`src/rtl/ft_nmr_pkg.sv`:
```
// Shared types and constants for the N-modular-redundancy lockstep controller.
package ft_nmr_pkg;

  typedef enum logic [2:0] {
    RUN      = 3'd0,
    HALT     = 3'd1,
    RESTORE  = 3'd2,
    WRITE_PC = 3'd3,
    RESUME   = 3'd4
  } state_t;

  localparam logic [14:0] DBG_GPR_BASE = 15'h400;
  localparam logic [14:0] DBG_NPC_ADDR = 15'h2000;
  localparam int          NUM_GPR      = 32;

  typedef struct packed {
    logic        we;
    logic [4:0]  waddr;
    logic [31:0] wdata;
    logic [31:0] cpc;
  } tuple_t;

  // A core that is not writing compares as a bare {we=0}; address, data and PC are ignored.
  function automatic tuple_t cmp_view(input tuple_t t);
    cmp_view = t.we ? t : '0;
  endfunction

endpackage

```
`src/rtl/ft_nmr_voter.sv`:
```
// Combinational comparator/voter across the redundant cores' commit tuples.
// Only N_CORES of 2 (DMR) or 3 (TMR) is meaningful.
module ft_nmr_voter
  import ft_nmr_pkg::*;
#(
  parameter int N_CORES = 2
) (
  input  tuple_t [N_CORES-1:0] i_tup,
  output logic                 o_agree,
  output tuple_t               o_major,
  output logic [N_CORES-1:0]   o_faulty,
  output logic                 o_no_major
);

  logic w_e01;
  assign w_e01 = (cmp_view(i_tup[0]) == cmp_view(i_tup[1]));

  if (N_CORES == 3) begin : g_tmr
    logic w_e02;
    logic w_e12;
    assign w_e02 = (cmp_view(i_tup[0]) == cmp_view(i_tup[2]));
    assign w_e12 = (cmp_view(i_tup[1]) == cmp_view(i_tup[2]));

    // Majority vote; the raw tuple of a majority core is forwarded so its PC survives we=0.
    always_comb begin
      o_agree    = w_e01 & w_e02;
      o_major    = i_tup[0];
      o_faulty   = '0;
      o_no_major = 1'b0;
      if (w_e01 && !w_e02) begin
        o_faulty = 3'b100;
      end else if (w_e02 && !w_e01) begin
        o_faulty = 3'b010;
      end else if (w_e12 && !w_e01) begin
        o_faulty = 3'b001;
        o_major  = i_tup[1];
      end else if (!w_e01 && !w_e02 && !w_e12) begin
        o_faulty   = '1;
        o_no_major = 1'b1;
      end
    end
  end else begin : g_dmr
    // With two cores a difference cannot be attributed, so both are blamed.
    always_comb begin
      o_agree    = w_e01;
      o_major    = i_tup[0];
      o_faulty   = w_e01 ? '0 : '1;
      o_no_major = 1'b0;
    end
  end

endmodule

```
`src/rtl/ft_nmr_controller.sv`:
```
// Lockstep checker: compares core commits, keeps a shadow GPR file of agreed
// writes and replays it over the debug port after a disagreement.
// state    | meaning
// RUN      | cores running, commits compared each cycle
// HALT     | halt requested, waiting for all cores (or parked after fatal)
// RESTORE  | replaying shadow x1..x31 over debug port
// WRITE_PC | writing restore PC to the debug next-PC register
// RESUME   | one-cycle resume pulse
module ft_nmr_controller
  import ft_nmr_pkg::*;
#(
  parameter int N_CORES      = 2,
  parameter int HALT_TIMEOUT = 64,
  parameter int ERR_CNT_W    = 8
) (
  input  logic                    clk_i,
  input  logic                    rst_i,
  input  logic                    enable_i,
  input  logic [N_CORES-1:0]      we_i,
  input  logic [5*N_CORES-1:0]    waddr_i,
  input  logic [32*N_CORES-1:0]   wdata_i,
  input  logic [32*N_CORES-1:0]   cpc_i,
  input  logic [N_CORES-1:0]      halted_i,
  output logic                    halt_o,
  output logic                    resume_o,
  output logic                    dbg_we_o,
  output logic [14:0]             dbg_addr_o,
  output logic [31:0]             dbg_wdata_o,
  output logic                    error_o,
  output logic [N_CORES-1:0]      faulty_o,
  output logic                    fatal_o,
  output logic                    busy_o,
  output logic [ERR_CNT_W-1:0]    err_count_o
);

  localparam int          TMO_W    = $clog2(HALT_TIMEOUT + 1);
  localparam logic [TMO_W-1:0] TMO_LAST = TMO_W'(HALT_TIMEOUT - 1);
  localparam bit          IS_TMR   = (N_CORES == 3);

  state_t                 r_state, w_state_nxt;
  logic [31:0]            r_shadow [NUM_GPR];
  logic [4:0]             r_idx;
  logic [TMO_W-1:0]       r_tmo;
  logic [31:0]            r_rpc;
  logic [N_CORES-1:0]     r_faulty;
  logic                   r_fatal;
  logic                   r_park;
  logic                   r_error;
  logic [ERR_CNT_W-1:0]   r_err_cnt;

  tuple_t [N_CORES-1:0]   w_tup;
  logic                   w_agree, w_no_major, w_mismatch;
  tuple_t                 w_major;
  logic [N_CORES-1:0]     w_faulty;
  logic                   w_sh_we;
  logic [4:0]             w_sh_addr;
  logic [31:0]            w_sh_data;

  for (genvar k = 0; k < N_CORES; k++) begin : g_tup
    assign w_tup[k] = {we_i[k], waddr_i[5*k +: 5], wdata_i[32*k +: 32], cpc_i[32*k +: 32]};
  end

  ft_nmr_voter #(.N_CORES(N_CORES)) u_voter (
    .i_tup      (w_tup),
    .o_agree    (w_agree),
    .o_major    (w_major),
    .o_faulty   (w_faulty),
    .o_no_major (w_no_major)
  );

  assign w_mismatch = (r_state == RUN) && enable_i && !w_agree;

  // Next state and debug-port outputs decoded from the registered state.
  always_comb begin
    w_state_nxt = r_state;
    halt_o      = 1'b0;
    resume_o    = 1'b0;
    dbg_we_o    = 1'b0;
    dbg_addr_o  = '0;
    dbg_wdata_o = '0;
    case (r_state)
      RUN:      if (w_mismatch) w_state_nxt = HALT;
      HALT: begin
        halt_o = 1'b1;
        if (!r_park && (&halted_i)) w_state_nxt = RESTORE;
      end
      RESTORE: begin
        halt_o      = 1'b1;
        dbg_we_o    = 1'b1;
        dbg_addr_o  = DBG_GPR_BASE + {8'd0, r_idx, 2'b00};
        dbg_wdata_o = r_shadow[r_idx];
        if (r_idx == 5'd31) w_state_nxt = WRITE_PC;
      end
      WRITE_PC: begin
        halt_o      = 1'b1;
        dbg_we_o    = 1'b1;
        dbg_addr_o  = DBG_NPC_ADDR;
        dbg_wdata_o = r_rpc;
        w_state_nxt = RESUME;
      end
      RESUME: begin
        resume_o    = 1'b1;
        w_state_nxt = r_fatal ? HALT : RUN;
      end
      default:  w_state_nxt = RUN;
    endcase
  end

  // Shadow write selection: agreed or outvoted-majority commit when checking, core 0 otherwise.
  always_comb begin
    w_sh_we   = 1'b0;
    w_sh_addr = w_major.waddr;
    w_sh_data = w_major.wdata;
    if (r_state == RUN) begin
      if (!enable_i) begin
        w_sh_we   = w_tup[0].we && (w_tup[0].waddr != 5'd0);
        w_sh_addr = w_tup[0].waddr;
        w_sh_data = w_tup[0].wdata;
      end else if (w_agree || (IS_TMR && !w_no_major)) begin
        w_sh_we = w_major.we && (w_major.waddr != 5'd0);
      end
    end
  end

  // Shadow register file of committed GPR values.
  always_ff @(posedge clk_i or posedge rst_i) begin
    if (rst_i) begin
      for (int i = 0; i < NUM_GPR; i++) r_shadow[i] <= '0;
    end else if (w_sh_we) begin
      r_shadow[w_sh_addr] <= w_sh_data;
    end
  end

  // State register, recovery bookkeeping and halt timeout.
  always_ff @(posedge clk_i or posedge rst_i) begin
    if (rst_i) begin
      r_state   <= RUN;
      r_idx     <= 5'd1;
      r_tmo     <= '0;
      r_rpc     <= '0;
      r_faulty  <= '0;
      r_fatal   <= 1'b0;
      r_park    <= 1'b0;
      r_error   <= 1'b0;
      r_err_cnt <= '0;
    end else begin
      r_state <= w_state_nxt;
      r_error <= 1'b0;
      if (w_mismatch) begin
        r_error  <= 1'b1;
        r_rpc    <= w_major.cpc;
        r_faulty <= w_faulty;
        if (w_no_major) r_fatal <= 1'b1;
        if (~&r_err_cnt) r_err_cnt <= r_err_cnt + ERR_CNT_W'(1);
      end
      if (r_state == HALT) begin
        if (!r_park && !(&halted_i)) begin
          if (r_tmo == TMO_LAST) begin
            r_fatal <= 1'b1;
            r_park  <= 1'b1;
          end else begin
            r_tmo <= r_tmo + TMO_W'(1);
          end
        end
      end else begin
        r_tmo <= '0;
      end
      if (r_state == RESTORE) r_idx <= (r_idx == 5'd31) ? 5'd1 : r_idx + 5'd1;
      // A fatal recovery parks in HALT for good once the replay is done.
      if (r_state == RESUME && r_fatal) r_park <= 1'b1;
    end
  end

  assign error_o     = r_error;
  assign faulty_o    = r_faulty;
  assign fatal_o     = r_fatal;
  assign busy_o      = (r_state != RUN);
  assign err_count_o = r_err_cnt;

endmodule
```
`config.mk`:
```
export PLATFORM = sky130hd
export DESIGN_NAME = ft_nmr_controller
export DESIGN_NICKNAME = d
export VERILOG_FILES = /design/src/rtl/ft_nmr_pkg.sv /design/src/rtl/ft_nmr_voter.sv /design/src/rtl/ft_nmr_controller.sv
export SDC_FILE = /design/constraint.sdc
export NUM_CORES = 2
export LEC_CHECK = 0
export BUFFER_PORTS_ARGS = -buffer_cell sky130_fd_sc_hd__buf_2
export CORE_ASPECT_RATIO = 1.5
export CORE_MARGIN = 2
export CORE_UTILIZATION = 40
export CTS_BUF_LIST = sky130_fd_sc_hd__clkbuf_4 sky130_fd_sc_hd__clkbuf_8
export CTS_CLUSTER_DIAMETER = 120
export DETAILED_ROUTE_END_ITERATION = 12
export GPL_TIMING_DRIVEN = 0
export SLEW_MARGIN = 20
export SYNTH_ARGS = -nofsm -noshare
export SYNTH_HDL_FRONTEND = slang
export SYNTH_HIERARCHICAL = 1
export SYNTH_SLANG_ARGS = --single-unit
```
`constraint.sdc`:
```
create_clock -name clk_i -period 79 [get_ports clk_i]
set_clock_uncertainty 0.2 [all_clocks]
set_input_delay 7.9 -clock clk_i [delete_from_list [all_inputs] [get_ports clk_i]]
set_output_delay 7.9 -clock clk_i [all_outputs]
set_load 0.01 [all_outputs]
```
# == Word level (Yosys, flattened, before mapping) ==
# Index checks and enable logic that the tools add are counted.
# classes
n_addsub,4
n_mul,0
div,0
magnitude_cmp,3
eq_ne,12
shifts,0
mux,31
n_bitwise,3
reduce_logical,25
# op_table
cell,count
$bwmux 1024,1
$bmux 32 s5,1
$demux 32 s5,1
$mux 70,2
$mux 32,3
$eq 70x70->1,1
$pmux 32 s2,1
$pmux 14 s2,1
$mux 7,3
$pmux 3 s5,1
$add 11x7->12 const A,1
$ge 6x6->1 const B,2
$mux 1,12
$not 5->6,2
$mux 3,3
$reduce_and 3->1,3
$add 8x1->8 const B,1
$ne 2x2->1 const B,4
$reduce_and 8->1,1
$add 7x1->7 const B,1
$eq 7x6->1 const B,1
$logic_and 1x1->1,7
$eq 3x2->1 const B,2
$lt 6x1->1 const B,1
other kinds (16),22
# word_totals
regBits,1084
latch_bits,0
ram_bits,0
rom_bits,0
inputBits,145
out_inout_bits,63
elab_cells,119
mem_count,0

# == Depth between registers and ports, before layout ==
# depth
depth_word,6
depth_mapped,15
depth_no_buf,11

# == Modules after synthesis ==
# Netlist, hierarchy kept.
# by_module_without_submodules
module,n_inst,cells_each,area_per_inst_um2,seq_area_each_um2
ft_nmr_controller,1,3774,49314.8,27127.3
ft_nmr_voter,1,300,2008.2,0.0

# == Least setup slack after synthesis ==
# No wires, ideal clock.
# synth_path
kind,input -> register
startpoint,in cpc_i[37]
endpoint,reg r_shadow[512] in the netlist's numbering
setup_time_ns,0.137
arrival_time_ns,10.644
required_time_ns,78.663
setup_slack_ns,68.019
cell_stages,12
n_path_buf,2
cell_sequence,nor2b_1 -> a2111o_1 -> nor4_2 -> nand4_1 -> a211oi_2 -> and2_1 -> and3_1 -> o211ai_4 -> buf_4 -> a2111oi_4 -> clkbuf_1 -> a21oi_1
# synth_via
elab_chain_cells,5
# synth_lines
element,line_no,source
"start, declared",ft_nmr_controller.sv:22,"input logic [32*N_CORES-1:0] cpc_i,"
$mux 70,ft_nmr_pkg.sv:25,cmp_view = t.we ? t : '0;
$eq 70x70->1,ft_nmr_voter.sv:16,assign w_e01 = (cmp_view(i_tup[0]) == cmp_view(i_tup[1]));
net w_agree,ft_nmr_controller.sv:52,"logic w_agree, w_no_major, w_mismatch;"
$mux 1,ft_nmr_controller.sv:119,end else if (w_agree || (IS_TMR && !w_no_major)) begin
$mux 1,ft_nmr_controller.sv:115,if (!enable_i) begin
$mux 1,ft_nmr_controller.sv:114,if (r_state == RUN) begin
"end signal, assigned by index",ft_nmr_controller.sv:130,r_shadow[w_sh_addr] <= w_sh_data;
"end, declared",ft_nmr_controller.sv:41,logic [31:0] r_shadow [NUM_GPR];
# The timed path passes the listed nets, and every way through them passes these cells.
# A chain may end at the register's enable or synchronous reset.

# == Worst setup path in the final report ==
# layout_path
startpoint,reg r_idx[0]
endpoint,out dbg_wdata_o[14]
# layout_via
elab_chain_cells,5
# layout_lines
element,line_no,source
"start, declared",ft_nmr_controller.sv:42,logic [4:0] r_idx;
"start signal, assigned",ft_nmr_controller.sv:168,if (r_state == RESTORE) r_idx <= (r_idx == 5'd31) ? 5'd1 : r_idx + 5'd1;
$not 5->6 (not written as such),ft_nmr_controller.sv:91,dbg_wdata_o = r_shadow[r_idx];
$bmux 32 s5,ft_nmr_controller.sv:91,
$mux 32 (not written as such) (2 in a row),ft_nmr_controller.sv:91,
$pmux 32 s2,ft_nmr_controller.sv:81,case (r_state)
"end, declared",ft_nmr_controller.sv:28,"output logic [31:0] dbg_wdata_o,"
# No other way between the ends. The select of a mux whose other input is x is not followed.

==> qor.txt <==
Critical Path Max Stage Delay = 0.85 ns
Initial core utilization = 40.12%
Netlist cell types = 74
Final Power = 1.216 mW
Die width = 296.5 um
Slew Limit Headroom = 17.45%
Worst-case clock buffer depth = 3
# hold bufs at CTS = 0
Slowest cell on crit path = buf_2
Critical-path maximum fanout = 10
Largest area contributor in the netlist = dfrtp_1
Top cell type's share of synthesized area = 52.80%
Final wirelength = 209.2 mm
Commonest non-fill, non-tap cell in the layout = dfrtp_1
H-tree levels = 4
Leading post-synthesis cells by cell area = dfrtp_1, mux2_2, mux4_2
Minimum clock period after layout = 13.86 ns
I/O pin total = 208
First-pass GRT wire length = 289.3 mm
Final GP Congestion = 0.9929
Worst hold path class = register to register
Clock sinks = 1084
TritonCTS clock tree = done
1st-iter DRT viols = 3561
GRT Overall Usage = 31.98%
Initial antenna violation count = 15
Final Util = 45.93%
CP Capture Type = output pin
Final #Nets = 4625
Ratio of cells with drive above 1 in the final layout = 34.11%
Largest net degree at the start of global routing = 108
Post CTS Setup Buffer Count = 0
Gr ovfl total = 0
Synthesis-to-finish area growth = 14.46%
Die area = 0.1312 sq mm
Leakage power = 27.47 nW
Post-CTS sizing = 0
Max Cap Viol = 0
Worst-skew pair later-pin latency = 0.92 ns
Slew Viols, Final = 0
CTS root buffer = clkbuf_8
Avg Vias per Cell = 5.938
Maximum achievable frequency = 0.07217 GHz
WS Path Type = register to output pin
Fin Setup TNS = 0 ns
Routed Antenna Nets = 0
Synth Area per Inst = 12.60 sq um
Row count = 161
Via count = 37490
Worst-Margin Slew = 1.238 ns
#FFs+latches synth = 1084
Startpoint Class = register
Core area = 0.1279 sq mm
Seq/Total Area, Yosys = 52.86%
Top cell by count, worst path = buf_2
FFs w/ async S/R, synth = 100.0%
Final Hold Fails = 0
Worst Setup SP = r_idx[0]
Reg2reg start = r_state[2]
DR DRC count = 0
Final setup violation count = 0
Synthesis Warnings = 6
Post-Synthesis Cells = 4074
Status = complete, no violations
Most used DFF post-synth = dfrtp_1
Drt first pass iters = 6
Num CTS Buffers = 171
Vias in the first global route = 37710
Pwr per Cell Area = 20.71 mW/mm^2
Wirelength per Cell = 33.14 um
CP Data Arrival Time = 5.76 ns
Dpl hpwl = 154.0 mm
Final worst-path cycle share = 17.54%
Clock slew at reported path FFs = 0.07 ns
Peak supply drop = 0.00001812 V
EDFF count, synth = 0
WP data required = 70.90 ns
DIE HEIGHT = 442.7 um
Mapped cell area = 0.05132 sq mm
HP Start = r_shadow[1008]
Most frequent cells in the layout = dfrtp_1, mux2_2, a21oi_1
Cell Chain, Critical Path = buf_2 -> buf_2 -> clkbuf_1 -> buf_2 -> mux4_2 -> mux2i_1 -> o22ai_1 -> a221o_1 -> buf_2
# port buffers = 199
RSZ-0062 raised after global routing = no
Fill count = 11770
metrics by stage:
step / hold WS [ns] / instances / area [sq um] / setup WS (ns)
floorplan: 0.2246 / 4081 / 51350 / 40.38
global placement: 0.2351 / 5991 / 54490 / 28.33
detailed placement: 0.2426 / 6014 / 55140 / 64.70
CTS: 0.2598 / 6308 / 58720 / 65.17
global route: 0.2634 / 6312 / 58740 / 65.19
finish: 0.2512 / 6313 / 58750 / 65.14
path summary, 6_finish.rpt:
kind / slack, ns / to / depth (start not counted)
max: 65.14 / dbg_wdata_o[14] / 9
min: 0.25 / r_shadow[1008] / 1
max reg2reg: 74.63 / r_shadow[130] / 9
min reg2reg: 0.25 / r_shadow[1008] / 1
max in group asynchronous: 69.62 / r_shadow[456] / 5
min in group asynchronous: 6.92 / r_shadow[1007] / 2
layout make-up:
| class | count | area (sq um) | share of cell area, % |
|---|---|---|---|
| diodes | 5 | 12.51 | 0.02130 |
| plain buffers | 441 | 2220 | 3.778 |
| clock buffers | 266 | 3336 | 5.678 |
| clock inverters | 28 | 245.2 | 0.4174 |
| inverters | 33 | 131.4 | 0.2236 |
| multi-input cells | 2523 | 21940 | 37.36 |
| flip-flops and latches | 1084 | 27130 | 46.18 |
| well taps | 1711 | 2141 | 3.644 |
| repair buffers | 222 | 1589 | 2.705 |
cells in the mapped netlist, drive strengths merged (8+ instances only):
| library cell | number |
|---|---|
| buf | 228 |
| a211oi | 12 |
| clkbuf | 213 |
| mux2i | 187 |
| nand2 | 163 |
| a21oi | 448 |
| nor2 | 442 |
| dfrtp | 1083 |
| nor4bb | 15 |
| nand4 | 8 |
| a2111oi | 13 |
| and3 | 9 |
| a221o | 21 |
| o2111ai | 14 |
| nand2b | 27 |
| inv | 32 |
| mux4 | 234 |
| a31oi | 17 |
| and2 | 12 |
| nor4 | 12 |
| xnor2 | 24 |
| a22oi | 29 |
| nor2b | 18 |
| o21ai | 53 |
| o22ai | 25 |
| nand3 | 37 |
| mux2 | 619 |
logic make-up (layout without fill, tap and decap cells):
| kind of cell | after synthesis | in the layout | synth area share [%] |
|---|---|---|---|
| adders and majority gates | 4 | 4 | 0.09752 |
| muxes | 1040 | 1040 | 27.53 |
| AOI/OAI and AO/OA | 668 | 668 | 7.928 |
| xor gates and xnor gates | 28 | 28 | 0.4778 |
| buffers and inverters | 474 | 990 | 4.466 |
| DFF | 1084 | 1084 | 52.86 |
| and+or+nand+nor | 774 | 774 | 6.631 |
| other | 2 | 14 | 0.01463 |
layer usage:
layer / up-vias / GRT usage [%] / share of wire, %
met3: 634 / 8.453 / 8.4
li1: 15420 / - / -
met5: - / 0 / 0.015
met1: 19530 / 36.11 / 35
met4: 6 / 27.34 / 10
met2: 1894 / 50.11 / 46
power breakdown:
group | switching (mW) | total (mW) | internal, mW
registers | 0.0185 | 0.602 | 0.584
clock network | 0.234 | 0.510 | 0.277
logic | 0.0656 | 0.104 | 0.0382
critical path, delay by kind of cell (launching register included):
family / cells / cell delay [ns]
buf+inv: 5 / 2.47
flops: 1 / 0.54
compound gates: 2 / 0.83
mux: 2 / 0.93
state kept, by name (all words and copies together), names as in the netlist:
register     flops
r_shadow      1024
r_rpc           32
err_count_o      8
r_tmo            7
r_idx            5
r_state          3
faulty_o         2
error_o          1
fatal_o          1
r_park           1
Note: power is estimated with default switching activity, not from simulation.
